===== src/rtl/lsu_pkg.sv =====
// Shared types and helpers for the MEM-stage load/store unit.
// Holds the FSM state enum, access-size codes and lane helpers.
package lsu_pkg;

  typedef enum logic [1:0] {
    S_IDLE = 2'd0,
    S_REQ  = 2'd1,
    S_WAIT = 2'd2,
    S_DONE = 2'd3
  } lsu_state_t;

  localparam logic [1:0] MEM_BYTE = 2'b00;
  localparam logic [1:0] MEM_HALF = 2'b01;
  localparam logic [1:0] MEM_WORD = 2'b10;
  localparam logic [1:0] MEM_RSVD = 2'b11;

  function automatic logic size_legal(
    input logic [1:0] size,
    input logic [1:0] off
  );
    logic ok;
    unique case (size)
      MEM_BYTE: ok = 1'b1;
      MEM_HALF: ok = ~off[0];
      MEM_WORD: ok = (off == 2'b00);
      default:  ok = 1'b0;
    endcase
    return ok;
  endfunction

  function automatic logic [3:0] byte_en(
    input logic [1:0] size,
    input logic [1:0] off
  );
    logic [3:0] be;
    unique case (size)
      MEM_BYTE: be = 4'b0001 << off;
      MEM_HALF: be = 4'b0011 << {off[1], 1'b0};
      default:  be = 4'b1111;
    endcase
    return be;
  endfunction

  function automatic logic [31:0] lane_data(
    input logic [1:0]  size,
    input logic [31:0] data
  );
    logic [31:0] d;
    unique case (size)
      MEM_BYTE: d = {4{data[7:0]}};
      MEM_HALF: d = {2{data[15:0]}};
      default:  d = data;
    endcase
    return d;
  endfunction

endpackage


===== src/rtl/load_extend.sv =====
// Load lane selection: picks the addressed byte/half of the read
// word and sign- or zero-extends it to 32 bits.
module load_extend
  import lsu_pkg::*;
(
  input  logic [31:0] i_rdata,
  input  logic [1:0]  i_addr,
  input  logic [1:0]  i_size,
  input  logic        i_unsigned,
  output logic [31:0] o_result
);

  logic [7:0]  w_byte;
  logic [15:0] w_half;
  logic        w_bsign;
  logic        w_hsign;

  always_comb begin
    w_byte = i_rdata[7:0];
    unique case (i_addr)
      2'd0: w_byte = i_rdata[7:0];
      2'd1: w_byte = i_rdata[15:8];
      2'd2: w_byte = i_rdata[23:16];
      2'd3: w_byte = i_rdata[31:24];
    endcase
  end

  assign w_half  = i_addr[1] ? i_rdata[31:16] : i_rdata[15:0];
  assign w_bsign = ~i_unsigned & w_byte[7];
  assign w_hsign = ~i_unsigned & w_half[15];

  always_comb begin
    o_result = i_rdata;
    unique case (i_size)
      MEM_BYTE: o_result = {{24{w_bsign}}, w_byte};
      MEM_HALF: o_result = {{16{w_hsign}}, w_half};
      default:  o_result = i_rdata;
    endcase
  end

endmodule


===== src/rtl/load_store_unit.sv =====
// MEM-stage load/store unit: one outstanding data-bus transaction,
// stalls the pipeline until the access completes.
module load_store_unit
  import lsu_pkg::*;
(
  input  logic        clk,
  input  logic        rst,
  input  logic        memReqM,
  input  logic        memWriteM,
  input  logic [1:0]  memSizeM,
  input  logic        memUnsignedM,
  input  logic [31:0] addrM,
  input  logic [31:0] writeDataM,
  output logic        dReqValid,
  input  logic        dReqReady,
  output logic [31:0] dAddr,
  output logic        dWrite,
  output logic [3:0]  dByteEn,
  output logic [31:0] dWData,
  input  logic        dRespValid,
  input  logic [31:0] dRData,
  output logic        stallM,
  output logic [31:0] readDataM,
  output logic        misalignM
);

  lsu_state_t  r_state;
  lsu_state_t  w_next;

  logic        w_legal;
  logic        w_go;
  logic        w_capture;
  logic        w_resp;
  logic [31:0] w_ext;

  logic [31:0] r_addr;
  logic        r_write;
  logic [3:0]  r_be;
  logic [31:0] r_wdata;
  logic [1:0]  r_size;
  logic        r_unsigned;
  logic [31:0] r_rdata;

  assign w_legal   = size_legal(memSizeM, addrM[1:0]);
  assign w_go      = memReqM & w_legal;
  assign w_capture = (r_state == S_IDLE) & w_go;
  assign w_resp    = (r_state == S_WAIT) & dRespValid;

  always_ff @(posedge clk) begin
    if (rst) r_state <= S_IDLE;
    else     r_state <= w_next;
  end

  always_comb begin
    w_next = r_state;
    unique case (r_state)
      S_IDLE: if (w_go) w_next = S_REQ;
      S_REQ: begin
        if (dReqReady) w_next = r_write ? S_DONE : S_WAIT;
      end
      S_WAIT: if (dRespValid) w_next = S_DONE;
      S_DONE: w_next = S_IDLE;
      default: w_next = S_IDLE;
    endcase
  end

  // Stall/misalign are gated by rst so nothing leaks out during reset
  always_comb begin
    dReqValid = ~rst & (r_state == S_REQ);
    stallM    = ~rst & w_go & (r_state != S_DONE);
    misalignM = ~rst & memReqM & ~w_legal;
  end

  always_ff @(posedge clk) begin
    if (rst) begin
      r_addr     <= '0;
      r_write    <= 1'b0;
      r_be       <= '0;
      r_wdata    <= '0;
      r_size     <= '0;
      r_unsigned <= 1'b0;
    end else if (w_capture) begin
      r_addr     <= addrM;
      r_write    <= memWriteM;
      r_be       <= byte_en(memSizeM, addrM[1:0]);
      r_wdata    <= lane_data(memSizeM, writeDataM);
      r_size     <= memSizeM;
      r_unsigned <= memUnsignedM;
    end
  end

  load_extend u_ext (
    .i_rdata    (dRData),
    .i_addr     (r_addr[1:0]),
    .i_size     (r_size),
    .i_unsigned (r_unsigned),
    .o_result   (w_ext)
  );

  always_ff @(posedge clk) begin
    if (rst)         r_rdata <= '0;
    else if (w_resp) r_rdata <= w_ext;
  end

  assign dAddr     = {r_addr[31:2], 2'b00};
  assign dWrite    = r_write;
  assign dByteEn   = r_be;
  assign dWData    = r_wdata;
  assign readDataM = r_rdata;

endmodule


===== config.mk =====
export PLATFORM = sky130hd
export DESIGN_NAME = load_store_unit
export DESIGN_NICKNAME = d
export VERILOG_FILES = /design/src/rtl/lsu_pkg.sv /design/src/rtl/load_extend.sv /design/src/rtl/load_store_unit.sv
export SDC_FILE = /design/constraint.sdc
export NUM_CORES = 1
export LEC_CHECK = 0
export BUFFER_PORTS_ARGS = -buffer_cell sky130_fd_sc_hd__buf_2
export CORE_ASPECT_RATIO = 2
export CORE_MARGIN = 1
export CORE_UTILIZATION = 35
export CTS_CLUSTER_SIZE = 10
export DETAILED_ROUTE_END_ITERATION = 8
export HOLD_SLACK_MARGIN = 0.05
export PLACE_DENSITY = 0.69
export SLEW_MARGIN = 20
export SYNTH_ARGS = -nofsm -noshare
export SYNTH_HDL_FRONTEND = slang
export SYNTH_SLANG_ARGS = --single-unit

===== constraint.sdc =====
create_clock -name clk -period 1.75 [get_ports clk]
set_input_delay 0.35 -clock clk [delete_from_list [all_inputs] [get_ports clk]]
set_output_delay 0.35 -clock clk [all_outputs]
set_load 0.05 [all_outputs]

Word-level counts from Yosys, hierarchy flattened
Index checks and enable logic that the tools add are counted.

operators by class
  equality and inequality tests = 13
  shifts and indexed selects = 2
  muxes and demuxes = 11
  bitwise operators = 14
  reductions and logical operators = 6

operators by type and width
  operator                                                               number
  32-bit one-hot mux with 2 select lines                                 2
  8-bit one-hot mux with 4 select lines                                  1
  16-bit two-way mux                                                     1
  1-bit AND                                                              10
  2-bit equality test, second input constant                             5
  2-bit logical NOT                                                      5
  2-bit by 1-bit equality test with 1-bit output, second input constant  4
  2-bit inequality test, second input constant                           4
  2-bit one-hot mux with 4 select lines                                  1
  4-bit one-hot mux with 2 select lines                                  1
  2-bit two-way mux                                                      3
  1-bit inverter                                                         4
  1-bit by 2-bit << shifter with 4-bit output, first input constant      1
  2-bit by 2-bit << shifter with 4-bit output, first input constant      1
  1-bit one-hot mux with 3 select lines                                  1
  3-bit AND reduction                                                    1
  1-bit two-way mux                                                      1

storage, ports and cells
  bits in registers = 106
  input port bits = 105
  output and inout bits = 104
  logic and storage cells = 54

Longest topological paths before layout
  depth after elaboration = 5
  mapped depth = 7
  depth with buffers taken out = 6

Cells and area by module
A second synthesis with hierarchy kept.

unflattened totals
  cell total of the unflattened synthesis = 680
  area, all modules = 5363.9 µm²

modules (own cells, without submodules)
  module           instances  cells an instance  area an instance (µm²)  sequential area each (µm²)
  load_store_unit  1          547                4380.5                  2122.0
  load_extend      1          133                983.4                   0.0

Worst setup path before layout
OpenSTA, ideal clock, no wires.

  path type = input to output
  from = in rst
  to = out misalignM
  data arrival time = 2217 ps
  required time = 1400 ps
  setup slack = -817 ps
  cell stages on the path = 2
  buffers on the path = 1
  path through = clkbuf_1 > nor4b_1

between the ends
  longest elaborated chain between the ends = 3

RTL lines
  element                  line                   source
  start: declaration       load_store_unit.sv:7   input logic rst,
  1-bit inverter           load_store_unit.sv:71  misalignM = ~rst & memReqM & ~w_legal;
  1-bit AND (2 in series)  load_store_unit.sv:71
  end: declaration         load_store_unit.sv:24  output logic misalignM

No other way between the ends.

Worst setup path in the final report
  from = reg r_state[1]
  to = out dReqValid

between the ends
  longest elaborated chain between the ends = 2

RTL lines
  element                                         line                   source
  start: declaration                              load_store_unit.sv:27  lsu_state_t r_state;
  start signal: assignment                        load_store_unit.sv:51  else r_state <= w_next;
  2-bit by 1-bit equality test with 1-bit output  load_store_unit.sv:69  dReqValid = ~rst & (r_state == S_REQ);
  1-bit AND                                       load_store_unit.sv:69
  end: declaration                                load_store_unit.sv:14  output logic dReqValid,

No other way between the ends.

==> summary.txt <==
Drt
  – Via count: 4,805
  – Post-route DRC: 0
  – DRT iter0 DRCs: 200
  – Routed wire length per instance: 15.5 um
  – Drt total wl: 15,100 um
  – ANT nets after route: 0
  – Via/cell ratio: 4.93
  – DR pass1 iterations: 4

Synth
  – Synth top cells by count: 140 x nand2_1, 106 x dfxtp_1, 64 x a21oi_1
  – Area contributors post-synth: dfxtp_1 43%, nand2_1 11%, a21oi_1 6.5%
  – #FFs+latches synth: 106
  – Synth warnings: 0
  – Post-synth ARST share: 0%
  – Cells after Synth: 617
  – Syn_area_per_cell: 8.00 um^2
  – Register area share after synthesis: 43.0%
  – Top FF cell, synth: dfxtp_1
  – Most common cell in the netlist: nand2_1
  – Largest family of logic cells by synthesized area: compound AO/OA/AOI/OAI gates
  – Cell accounting for the most synthesized area: dfxtp_1
  – Synth Area in XOR/XNOR: 0%
  – Syn Std Cell Area: 0.00494 mm^2
  – Synth unique cells: 41
  – Post-Synth Adder-Cell Area: 1.27%
  – Post-synth top area share: 43.0%
  – EDFF count, synth: 0
  – Mux share of post-synthesis cell area: 4.51%
  – Simple-gate area share of the yosys netlist: 19.1%
  – Synth Area in Compound Gates: 22.2%

STA
  – Minimum clock period: 1.69 ns
  – Final hold slack: 0.235 ns
  – RSZ-0062 raised after global routing: yes
  – Worst Max-Slew Pin Slew: 0.564 ns
  – Finish-stage setup viols: 0
  – Final Hold Vio Count: 0
  – Fin crit share: 96.7%
  – Max transition margin: 62.4%
  – Fmax: 0.591 GHz
  – Count of pins over their slew limit: 0
  – Final Skew: 0.00780 ns

Setup path
  – Worst EP arrival: 1.34 ns
  – CP max FO: 5
  – Crit end category: primary output
  – Worst Path Required: 1.40 ns
  – Critical path class: flop to primary output
  – Startpoint types: flop

Global routing
  – Gr ovfl total: 0
  – First-pass GRT wire length: 23,300 um
  – Pin count of the biggest net entering global routing: 54
  – Vias in the first global route: 4,477
  – Initial antenna violation count: 0
  – Gr usage total: 20.6%

Floorplan
  – Die area: 0.0146 mm^2
  – Rows: 61
  – Initial core utilization: 35.7%
  – I/O pin cnt: 209
  – Die width: 86.0 um
  – Core Area: 0.0138 mm^2
  – Die Y: 170 um

Clock network
  – CTS Root Cell: clkbuf_16
  – H-tree depth: 3
  – Number of clock sinks: 106
  – Hold-fix buffers at CTS: 0
  – CTS tree: done
  – CTS clk-pin slew, worst paths: 0.08 ns
  – Clock Latency Late Sink: 0.34 ns
  – CTS Buf Count: 9
  – Maximum clock insertion buffer count: 2

Place
  – Placed cell area: 0.00606 mm^2
  – I/O Buffers: 206
  – HPWL Detailed: 11,500 um
  – Placer Congestion: 0.894

Power
  – Peak supply drop: 0.614 mV
  – P_int: 4.82 mW
  – Seq pwr share: 35.8%
  – Logic gate share of total power: 38.5%
  – Switching share of power: 41.5%
  – Pwr dens: 1290 mW/mm^2
  – NetSw: 3.42 mW
  – Clock share of power: 25.6%
  – Leakage power: 2.77 nW

Cells and area
  – Fin util: 46.2%
  – Finished Cell Area: 0.00639 mm^2
  – Final net count: 890
  – Fill cells: 1,410
  – Area Overhead vs Synth: 29.3%
  – Layout cells sized above 1: 33.5%
  – Antenna diodes: 0

Flow run
  – Max_cap viols: 0

Min path
  – Worst hold path type: input pin to flop

Outcome
  – Outcome: completed
[power by group through the flow]
stage                     combinational, mW  clock (mW)  sequential [mW]
after floorplan                        1.55           0             3.85
after CTS                              3.20        2.19             2.96
final                                  3.18        2.11             2.95
after detailed placement               3.19           0             3.01
after global placement                 3.16           0             3.00
after global routing                   3.41        2.27             3.00
[kinds of logic (layout without fill, tap and decap cells)]
family	Yosys count	in the layout
simple gates	230	230
compound gates	166	166
flops	106	106
buf+inv	88	255
mux	21	21
fa+ha+maj	5	5
other cells	1	2
[what timing repair did]
action | 4_1_cts | 5_1_grt
resized for setup | 3 | 1
setup endpoints to repair | 2 | 8
pin swaps | 0 | 0
setup buffers | 0 | 0
[cell usage in the layout, fill, tap and decap left out, drive strengths merged]
cell	n
inv	9
o211ai	9
mux4	1
mux2i	20
a22oi	7
nand3	12
a311oi	11
o311a	1
a221oi	1
nor2b	6
buf	231
and2b	2
nor3b	1
clkinv	5
a21oi	67
nor4b	1
a31o	6
o21ai	11
ha	5
o22ai	1
o22a	1
conb	2
and2	1
bufinv	1
a211oi	40
a211o	1
clkbuf	9
o221ai	1
o211a	1
a31oi	1
nand2	140
a21o	7
dfxtp	106
nand2b	5
nor2	57
nor3	5
[critical path, stage by stage, from the launching register on]
cell     delay (ns)
dfxtp_2        0.35
inv_1          0.10
ha_1           0.18
inv_1          0.07
nor2_1         0.13
buf_6          0.17
[layer usage]
layer / track usage, % / part of all wire, %
met1: 21.7 / 36
met2: 38.5 / 55
met3: 2.91 / 4.5
met4: 11.0 / 4.3
met5: 0 / 0
[worst paths after layout]
kind | slack (ns) | end | from | cells after the start
hold reg to reg | 0.45 | readDataM[7] | readDataM[7] | 2
hold / removal | 0.24 | r_addr[26] | addrM[26] | 3
setup / recovery | 0.06 | dReqValid | r_state[1] | 5
setup reg to reg | 0.10 | dWData[8] | r_state[0] | 6
[per-stage QoR]
step / cells / setup TNS, ns / total power, mW / worst slack (ns)
CTS: 974 / 0 / 8.34 / 0.0240
floorplan: 618 / 0 / 5.40 / 0.0226
detailed placement: 958 / -0.109 / 6.20 / -0.0551
finish: 974 / 0 / 8.24 / 0.0572
global placement: 958 / -0.0331 / 6.16 / -0.0290
global route: 974 / -0.169 / 8.69 / -0.0350
[sequential cells by signal, indices dropped and copies added, names as in the netlist]
register / flops
r_size: 2
dByteEn: 4
r_unsigned: 1
r_addr: 32
dWrite: 1
dWData: 32
readDataM: 32
r_state: 2
[layout make-up]
cell class | instances | area (um^2) | share of cell area, %
clock buffer | 9 | 225 | 3.53
clock inverter | 7 | 86.3 | 1.35
inverter | 8 | 30.0 | 0.470
multi-input combinational | 424 | 2380 | 37.3
sequential | 106 | 2120 | 33.2
tap | 189 | 236 | 3.70
timing repair buffer | 231 | 1310 | 20.4
No activity file was read; power rests on OpenSTA's default activity.
